### src/rtl/onehot_decoder_seq_if.sv
// Handshake and drive bundle for the sequential one-hot decoder.
// The master side supplies indices and abort; the slave side is the decoder.
interface onehot_decoder_seq_if #(
  parameter int IDX_W = 3,
  parameter int N_OUT = 8
);
  logic             in_valid;
  logic [IDX_W-1:0] in_idx;
  logic             in_ready;
  logic             abort;
  logic [N_OUT-1:0] out_onehot;
  logic             out_active;
  logic             done;
  logic             err;

  modport master (
    output in_valid, in_idx, abort,
    input  in_ready, out_onehot, out_active, done, err
  );

  modport slave (
    input  in_valid, in_idx, abort,
    output in_ready, out_onehot, out_active, done, err
  );
endinterface

### src/rtl/onehot_decoder_seq.sv
// Sequential 3:8 style decoder: accepts an index over valid/ready, drives the
// matching one-hot line for HOLD_CYCLES cycles, then inserts one all-zero gap
// cycle flagged by done. Out-of-range indices are rejected with an err pulse,
// and abort cuts a drive short without a done pulse.
module onehot_decoder_seq #(
  parameter int N_OUT       = 8,
  parameter int IDX_W       = 3,
  parameter int HOLD_CYCLES = 4
) (
  input logic                 clk,
  input logic                 rst_n,
  onehot_decoder_seq_if.slave bus
);

  typedef enum logic [1:0] {
    IDLE  = 2'd0,
    DRIVE = 2'd1,
    GAP   = 2'd2
  } state_t;

  // Counter reload: the last DRIVE cycle is the one that sees cnt == 0.
  localparam logic [7:0]     HOLD_LOAD = 8'(HOLD_CYCLES - 1);
  // One extra bit so N_OUT == 2**IDX_W is representable.
  localparam logic [IDX_W:0] N_OUT_W   = (IDX_W + 1)'(N_OUT);

  state_t           state;
  logic [7:0]       cnt;
  logic [N_OUT-1:0] onehot_q;
  logic             active_q;
  logic             done_q;
  logic             err_q;
  logic             ready_q;

  logic             in_range;
  logic [N_OUT-1:0] decoded;

  assign in_range = ({1'b0, bus.in_idx} < N_OUT_W);
  assign decoded  = N_OUT'(1) << bus.in_idx;

  // Single FSM with all outputs registered; done/err are one-cycle pulses.
  always_ff @(posedge clk) begin
    if (!rst_n) begin
      state    <= IDLE;
      cnt      <= '0;
      onehot_q <= '0;
      active_q <= 1'b0;
      done_q   <= 1'b0;
      err_q    <= 1'b0;
      ready_q  <= 1'b0;
    end else begin
      // NOTE: pulses default low each cycle; the later assignments in the case
      // override them, which is safe because every assignment here is non-blocking.
      done_q <= 1'b0;
      err_q  <= 1'b0;
      case (state)
        IDLE: begin
          ready_q <= 1'b1;
          if (bus.in_valid && ready_q) begin
            if (in_range) begin
              state    <= DRIVE;
              cnt      <= HOLD_LOAD;
              onehot_q <= decoded;
              active_q <= 1'b1;
              ready_q  <= 1'b0;
            end else begin
              err_q <= 1'b1;
            end
          end
        end
        DRIVE: begin
          if (bus.abort) begin
            state    <= IDLE;
            onehot_q <= '0;
            active_q <= 1'b0;
            ready_q  <= 1'b1;
          end else if (cnt == 8'd0) begin
            state    <= GAP;
            onehot_q <= '0;
            active_q <= 1'b0;
            done_q   <= 1'b1;
          end else begin
            cnt <= cnt - 8'd1;
          end
        end
        GAP: begin
          state   <= IDLE;
          ready_q <= 1'b1;
        end
        default: begin
          state    <= IDLE;
          onehot_q <= '0;
          active_q <= 1'b0;
          ready_q  <= 1'b0;
        end
      endcase
    end
  end

  assign bus.in_ready   = ready_q;
  assign bus.out_onehot = onehot_q;
  assign bus.out_active = active_q;
  assign bus.done       = done_q;
  assign bus.err        = err_q;

endmodule
### src/flat_wrapper.sv
// flat-port wrapper written by rule: the top's interface ports become plain ports
module onehot_decoder_seq_flat 
#(
  parameter int N_OUT       = 8,
  parameter int IDX_W       = 3,
  parameter int HOLD_CYCLES = 4
)
  (clk, rst_n, bus_in_valid, bus_in_idx, bus_abort, bus_in_ready, bus_out_onehot, bus_out_active, bus_done, bus_err);
  onehot_decoder_seq_if #(.IDX_W(IDX_W), .N_OUT(N_OUT)) bus_i ();
  input logic clk;
  input logic rst_n;
  input wire logic [$bits(bus_i.in_valid)-1:0] bus_in_valid;
  input wire logic [$bits(bus_i.in_idx)-1:0] bus_in_idx;
  input wire logic [$bits(bus_i.abort)-1:0] bus_abort;
  output wire logic [$bits(bus_i.in_ready)-1:0] bus_in_ready;
  output wire logic [$bits(bus_i.out_onehot)-1:0] bus_out_onehot;
  output wire logic [$bits(bus_i.out_active)-1:0] bus_out_active;
  output wire logic [$bits(bus_i.done)-1:0] bus_done;
  output wire logic [$bits(bus_i.err)-1:0] bus_err;
  assign bus_i.in_valid = bus_in_valid;
  assign bus_i.in_idx = bus_in_idx;
  assign bus_i.abort = bus_abort;
  assign bus_in_ready = bus_i.in_ready;
  assign bus_out_onehot = bus_i.out_onehot;
  assign bus_out_active = bus_i.out_active;
  assign bus_done = bus_i.done;
  assign bus_err = bus_i.err;
  onehot_decoder_seq #(.N_OUT(N_OUT), .IDX_W(IDX_W), .HOLD_CYCLES(HOLD_CYCLES)) u_core (.clk(clk), .rst_n(rst_n), .bus(bus_i));
endmodule
### config.mk
export PLATFORM = sky130hd
export DESIGN_NAME = onehot_decoder_seq_flat
export DESIGN_NICKNAME = d
export VERILOG_FILES = /design/src/rtl/onehot_decoder_seq_if.sv /design/src/rtl/onehot_decoder_seq.sv /design/src/flat_wrapper.sv
export SDC_FILE = /design/constraint.sdc
export NUM_CORES = 1
export LEC_CHECK = 0
export ABC_CLOCK_PERIOD_IN_PS = 6800
export BUFFER_PORTS_ARGS = -buffer_cell sky130_fd_sc_hd__buf_4
export CAP_MARGIN = 10
export CORE_MARGIN = 2
export CORE_UTILIZATION = 40
export DETAILED_ROUTE_END_ITERATION = 8
export GPL_ROUTABILITY_DRIVEN = 1
export GPL_TIMING_DRIVEN = 1
export HOLD_SLACK_MARGIN = 0.05
export PLACE_DENSITY = 0.72
export SETUP_SLACK_MARGIN = 0.15
export SLEW_MARGIN = 10
export SYNTH_ARGS = -nofsm -noshare
export SYNTH_HDL_FRONTEND = slang
export SYNTH_SLANG_ARGS = --single-unit
### constraint.sdc
create_clock -name clk -period 6.8 [get_ports clk]
set_clock_uncertainty 0.2 [all_clocks]
set_input_delay 0.68 -clock clk [delete_from_list [all_inputs] [get_ports clk]]
set_output_delay 0.68 -clock clk [all_outputs]
set_load 0.005 [all_outputs]
# After elaboration in Yosys (flattened, before gate mapping)
# Index checks and enable logic that the tools add are counted.
[word_totals]
regBits = 21
in_bits = 7
output_inout_bits = 12
elab_cells = 46
[classes]
n_addsub = 1
n_eq_ne = 7
shift = 1
mux = 20
bitwise_logic = 3
reduce_logical = 8
[op_table]
columns = ["cell", "count"]
rows = [
  ["$mux 8", 6],
  ["$pmux 8 s3", 1],
  ["$pmux 8 s2", 1],
  ["$logic_not 8->1", 1],
  ["$shl 1x3->8 const A", 1],
  ["$sub 8x1->8 const B", 1],
  ["$mux 1", 6],
  ["$mux 2", 3],
  ["$ne 2x2->1 const B", 3],
  ["$pmux 1 s3", 2],
  ["$pmux 2 s2", 1],
  ["$reduce_and 4->1", 1],
  ["$ne 3x2->1 const B", 1],
  ["$not 1->1", 3],
  ["$reduce_and 3->1", 1],
  ["$reduce_or 3->1", 1],
  ["$eq 2x1->1 const B", 1],
  ["$eq 2x2->1 const B", 1],
  ["$logic_not 2->1", 1],
  ["$ne 2x1->1 const B", 1],
  ["$reduce_and 2->1", 1],
  ["$reduce_bool 2->1", 1],
  ["$logic_and 1x1->1", 1],
]

# Longest topological paths before layout
[logic_depth]
word_depth = 4
depth_mapped = 8
depth_no_buf = 6

# Worst setup path before layout
# No wires, ideal clock.
[synth_timing]
kind = "reg-to-reg"
start = "register u_core.cnt[0]"
end = "register u_core.active_q, in the netlist u_core.bus.out_active"
setup_time_ps = 119
t_arrival_ps = 1873
t_required_ps = 6481
setup_slack_ps = 4608
stages_incl_launch_ff = 9
n_path_buf = 2
period_less_slack_ps = 2192
path_cell_list = "dfxtp_1 > inv_1 > ha_1 > or3b_2 > clkbuf_1 > o21a_1 > or3_1 > buf_6 > mux2i_1"
[synth_between]
elab_chain_len = 3
[synth_lines]
columns = ["item", "line_no", "text"]
rows = [
  ["start, declared", "onehot_decoder_seq.sv:27", "logic [7:0] cnt;"],
  ["start signal, assigned", "onehot_decoder_seq.sv:82", "cnt <= cnt - 8'd1;"],
  ["$logic_not 8->1", "onehot_decoder_seq.sv:76", "end else if (cnt == 8'd0) begin"],
  ["$ne 3x2->1 (no line)", "--", ""],
  ["$reduce_and 3->1 (no line)", "--", ""],
  ["end signal, assigned", "onehot_decoder_seq.sv:74", "active_q <= 1'b0;"],
  ["end signal, assigned", "onehot_decoder_seq.sv:79", "active_q <= 1'b0;"],
  ["end signal, assigned", "onehot_decoder_seq.sv:92", "active_q <= 1'b0;"],
  ["end, declared", "onehot_decoder_seq.sv:29", "logic active_q;"],
]
# No other way between the ends.
# A chain may end at the register's enable or synchronous reset.

# Worst setup path after layout
[layout_timing]
start = "register u_core.cnt[0]"
end = "register u_core.onehot_q[5], in the netlist u_core.bus.out_onehot[5]"
[layout_between]
elab_chain_len = 3
[layout_lines]
columns = ["item", "line_no", "text"]
rows = [
  ["$logic_not 8->1", "onehot_decoder_seq.sv:76", ""],
  ["$ne 3x2->1 (no line)", "--", ""],
  ["$reduce_and 3->1 (no line)", "--", ""],
  ["end signal, assigned", "onehot_decoder_seq.sv:62", "onehot_q <= decoded;"],
  ["end, declared", "onehot_decoder_seq.sv:28", "logic [N_OUT-1:0] onehot_q;"],
]
# No other way between the ends.

==> metrics.md <==
| Metric | Value |
|---|---|
| Run status | completed |
| Top post-synthesis cells by count | dfxtp_1 (21), nand2_1 (13), a21oi_1 (9), mux2i_1 (9), o21ai_0 (8) |
| Multi-input gate area | 606 um2 |
| Ys flop type | dfxtp_1 |
| Placed cell count | 167 |
| WP data required | 6.79 ns |
| Fillers | about 240 |
| P_leak | 0.523 nW |
| Adder-Cell Fraction of Synth Area | 0.0575 |
| Sw frac | 0.436 |
| Total grt overflow | 0 |
| Crit share post-route | 0.358 |
| Post-synthesis mux area share | 0.0932 |
| Die Ht | 56.1 um |
| Largest net degree at the start of global routing | 24 |
| Routed Antenna Nets | 0 |
| Max stage delay cell, worst path | or3_1 |
| Number of synthesized flops with an enable pin | 0 |
| Clock root buffer | clkbuf_4 |
| Sequential share of the synthesized area | 0.387 |
| Reg power frac | 0.341 |
| # rows | 18 |
| Die area | 3150 um2 |
| First-pass GRT wire length | just under 4 mm |
| Largest family of logic cells by synthesized area | simple AND/OR/NAND/NOR gates |
| Psw | 241 uW |
| Worst hold path type | reg2reg |
| Syn nets | 139 |
| CP Capture Type | flop |
| Top cell type's share of synthesized area | 0.387 |
| Max-slew headroom | 0.582 |
| Vias per std cell | 5.53 |
| Most common cell in the netlist | dfxtp_1 |
| CTS Buffer Depth | 2 |
| Maximum vdd drop | 0.263 mV |
| Total CTS buffers | 3 |
| Iteration count of the initial detailed-routing pass | 4 |
| Reg clk slew, reported paths | 0.12 ns |
| Worst path max stage delay | 0.54 ns |
| H-tree depth | 1 |
| Antenna diodes | 0 |
| Cell internal pwr | slightly above 300 uW |
| CTS Sinks | 21 |
| Via count | 945 |
| Die width | 56.1 um |
| Max_cap viols | 0 |
| Non-Filler Cell Area, Final | 1240 um2 |
| Post-synthesis cell type count | 35 |
| TNS Setup | 0 ns |
| WHS | 0.266 ns |
| Initial DRC Count | 33 |
| Ports | 19 |
| CP arrival | 2.43 ns |
| Initial antenna violation count | 0 |
| Worst skew pair latency | 0.31 ns |
| Hold_buf cts | 0 |
| Mapped cell area | ~1100 um2 |
| Synth area leader | dfxtp_1 |
| Register Area | around 420 um2 |
| Pwr dens | between 400 and 500 nW/um2 |
| CORE AREA | 2520 um2 |
| Top post-synthesis cells by area | dfxtp_1 (39%), mux2i_1 (8.3%), ha_1 (5.8%) |
| Synthesized flop and latch total | 21 |
| R2R Setup Slk | 4.36 ns |
| Routability-driven placement congestion ratio | 0.793 |
| Launch point of the worst reg-to-reg path | u_core.cnt[0] |
| Worst R2R End | u_core.bus.out_onehot[5] |
| CP startpoint kind | flop |
| Placed Area | 1210 um2 |
| Setup violations, final | 0 |
| Worst-Margin Slew | roughly 0.62 ns |
| Post-Synth XOR/XNOR Area | 0 |
| Post-Layout Cell Count | between 150 and 200 |
| Wire length per cell | 12.7 um |
| Complex-gate fraction of the synthesized area | 0.165 |
| Gate power share | 0.549 |
| Post-CTS Resized | 0 |
| Hold path depth | 2 |
| Synth Instances | 127 |
| GRT Util Overall | 0.152 |
| Synth warn | 0 |
| Unrepaired setup endpoints after global routing | false |
| Critical path class | reg2reg |
| Worst reg2reg path depth | 6 |
| Nets | 154 |
| CTS tree | yes |
| Fraction of layout cells with a size suffix above 1 | 0.191 |
| Pins Over Slew Limit | 0 |
| DRC | 0 |
| Vias in the first global route | 915 |
| Post-CTS Setup Repair Bufs | 0 |
| Async S/R FF share, synth | 0 |
| Layout area overhead | 14.2% |
| DRT Wirelength | ~2.2 mm |
| Final min period | roughly 2.4 ns |
| PortBufs | 17 |
| Post-Synth Simple-Gate Area | 0.238 |
| Post-DP HPWL | 1.58 mm |
| Fmax | 411 MHz |
| Initial Utilization | 0.431 |
| Clk pwr share | 0.110 |
| Syn_area_per_cell | about 8.6 um2 |
| HP Start | u_core.bus.out_onehot[6] |
| Hold-critical path endpoint | u_core.bus.out_onehot[6] |
| Crit-path max FO | 9 |
| Hold Vio Cnt, Final | 0 |
| Cell Chain, Critical Path | inv_1 > ha_1 > or3b_2 > o21a_1 > or3_1 > mux2i_1 |
==> how the worst max path moves through the flow <==
stage                     from                  endpoint  slack, ns
3_5_place_dp         bus_abort             u_core.cnt[6]       4.28
4_1_cts          u_core.cnt[0]  u_core.bus.out_onehot[5]       4.36
2_1_floorplan    u_core.cnt[0]     u_core.bus.out_active       4.61
5_1_grt        u_core.state[1]             u_core.cnt[6]       4.17
3_3_place_gp         bus_abort             u_core.cnt[6]       4.30
6_report         u_core.cnt[0]  u_core.bus.out_onehot[5]       4.36
==> per-stage QoR <==
step                setup WS, ns   util  power [mW]
finish                      4.36  0.492       0.552
global route                4.17  0.492       0.609
CTS                         4.36  0.492       0.555
detailed placement          4.28  0.481       0.490
global placement            4.30  0.481       0.484
floorplan                   4.61      -       0.439
==> critical path: cells and delay by family (launching register included) <==
kind | cells | cell delay, ns
mux | 1 | 0.20
fa+ha+maj | 1 | 0.19
simple gates | 2 | 1.06
flops | 1 | 0.34
compound gates | 1 | 0.23
buf+inv | 1 | 0.09
==> per-layer routing <==
| metal | GRT usage | routed length (um) |
|---|---|---|
| met1 | 0.158 | 939 |
| met2 | 0.291 | 1090 |
| met3 | 0.0512 | 130 |
| met4 | 0.0306 | 13 |
| met5 | 0 | 0 |
==> power by group through the flow <==
stage	logic, mW	registers, mW	clock network (mW)
floorplan	0.254	0.185	0
detailed placement	0.299	0.191	0
global placement	0.295	0.189	0
finish	0.303	0.188	0.0608
global route	0.344	0.194	0.0711
CTS	0.303	0.188	0.0644
==> cell families (layout without fill, tap and decap cells) <==
family                     Yosys count  count (layout)
buffers and inverters               13              27
adders and majority gates            5               5
other                                1               1
DFF                                 21              21
and+or+nand+nor                     49              49
muxes                               10              10
AOI/OAI and AO/OA                   28              28
==> final cells by class <==
| cell class | count | area share |
|---|---|---|
| Clock buffer | 3 | 0.0181 |
| Clock inverter | 1 | 0.00403 |
| Inverter | 6 | 0.0181 |
| Multi-Input combinational cell | 93 | 0.488 |
| Sequential cell | 21 | 0.339 |
| Tap cell | 30 | 0.0302 |
| Timing Repair Buffer | 17 | 0.103 |
==> placed cells by master, fill, tap and decap left out, drive strengths merged <==
cell	count
a21bo	1
a21boi	1
a21oi	9
a221oi	1
and2	1
buf	17
clkbuf	3
clkinv	1
conb	1
dfxtp	21
ha	5
inv	6
mux2	1
mux2i	9
nand2	13
nand2b	1
nand3	7
nand4	2
nor2	5
nor2b	5
nor3	4
nor3b	1
o2111ai	2
o211ai	1
o21a	1
o21ai	8
o221a	1
o31ai	2
o41ai	1
or2	1
or3	4
or3b	1
or4	3
or4b	1
==> registers in the layout, indices dropped and copies added, names as in the netlist <==
register	flops
u_core.bus.out_onehot	8
u_core.bus.out_active	1
u_core.state	2
u_core.cnt	8
u_core.bus.done	1
u_core.bus.in_ready	1
Power figures use the tool's default switching activity.
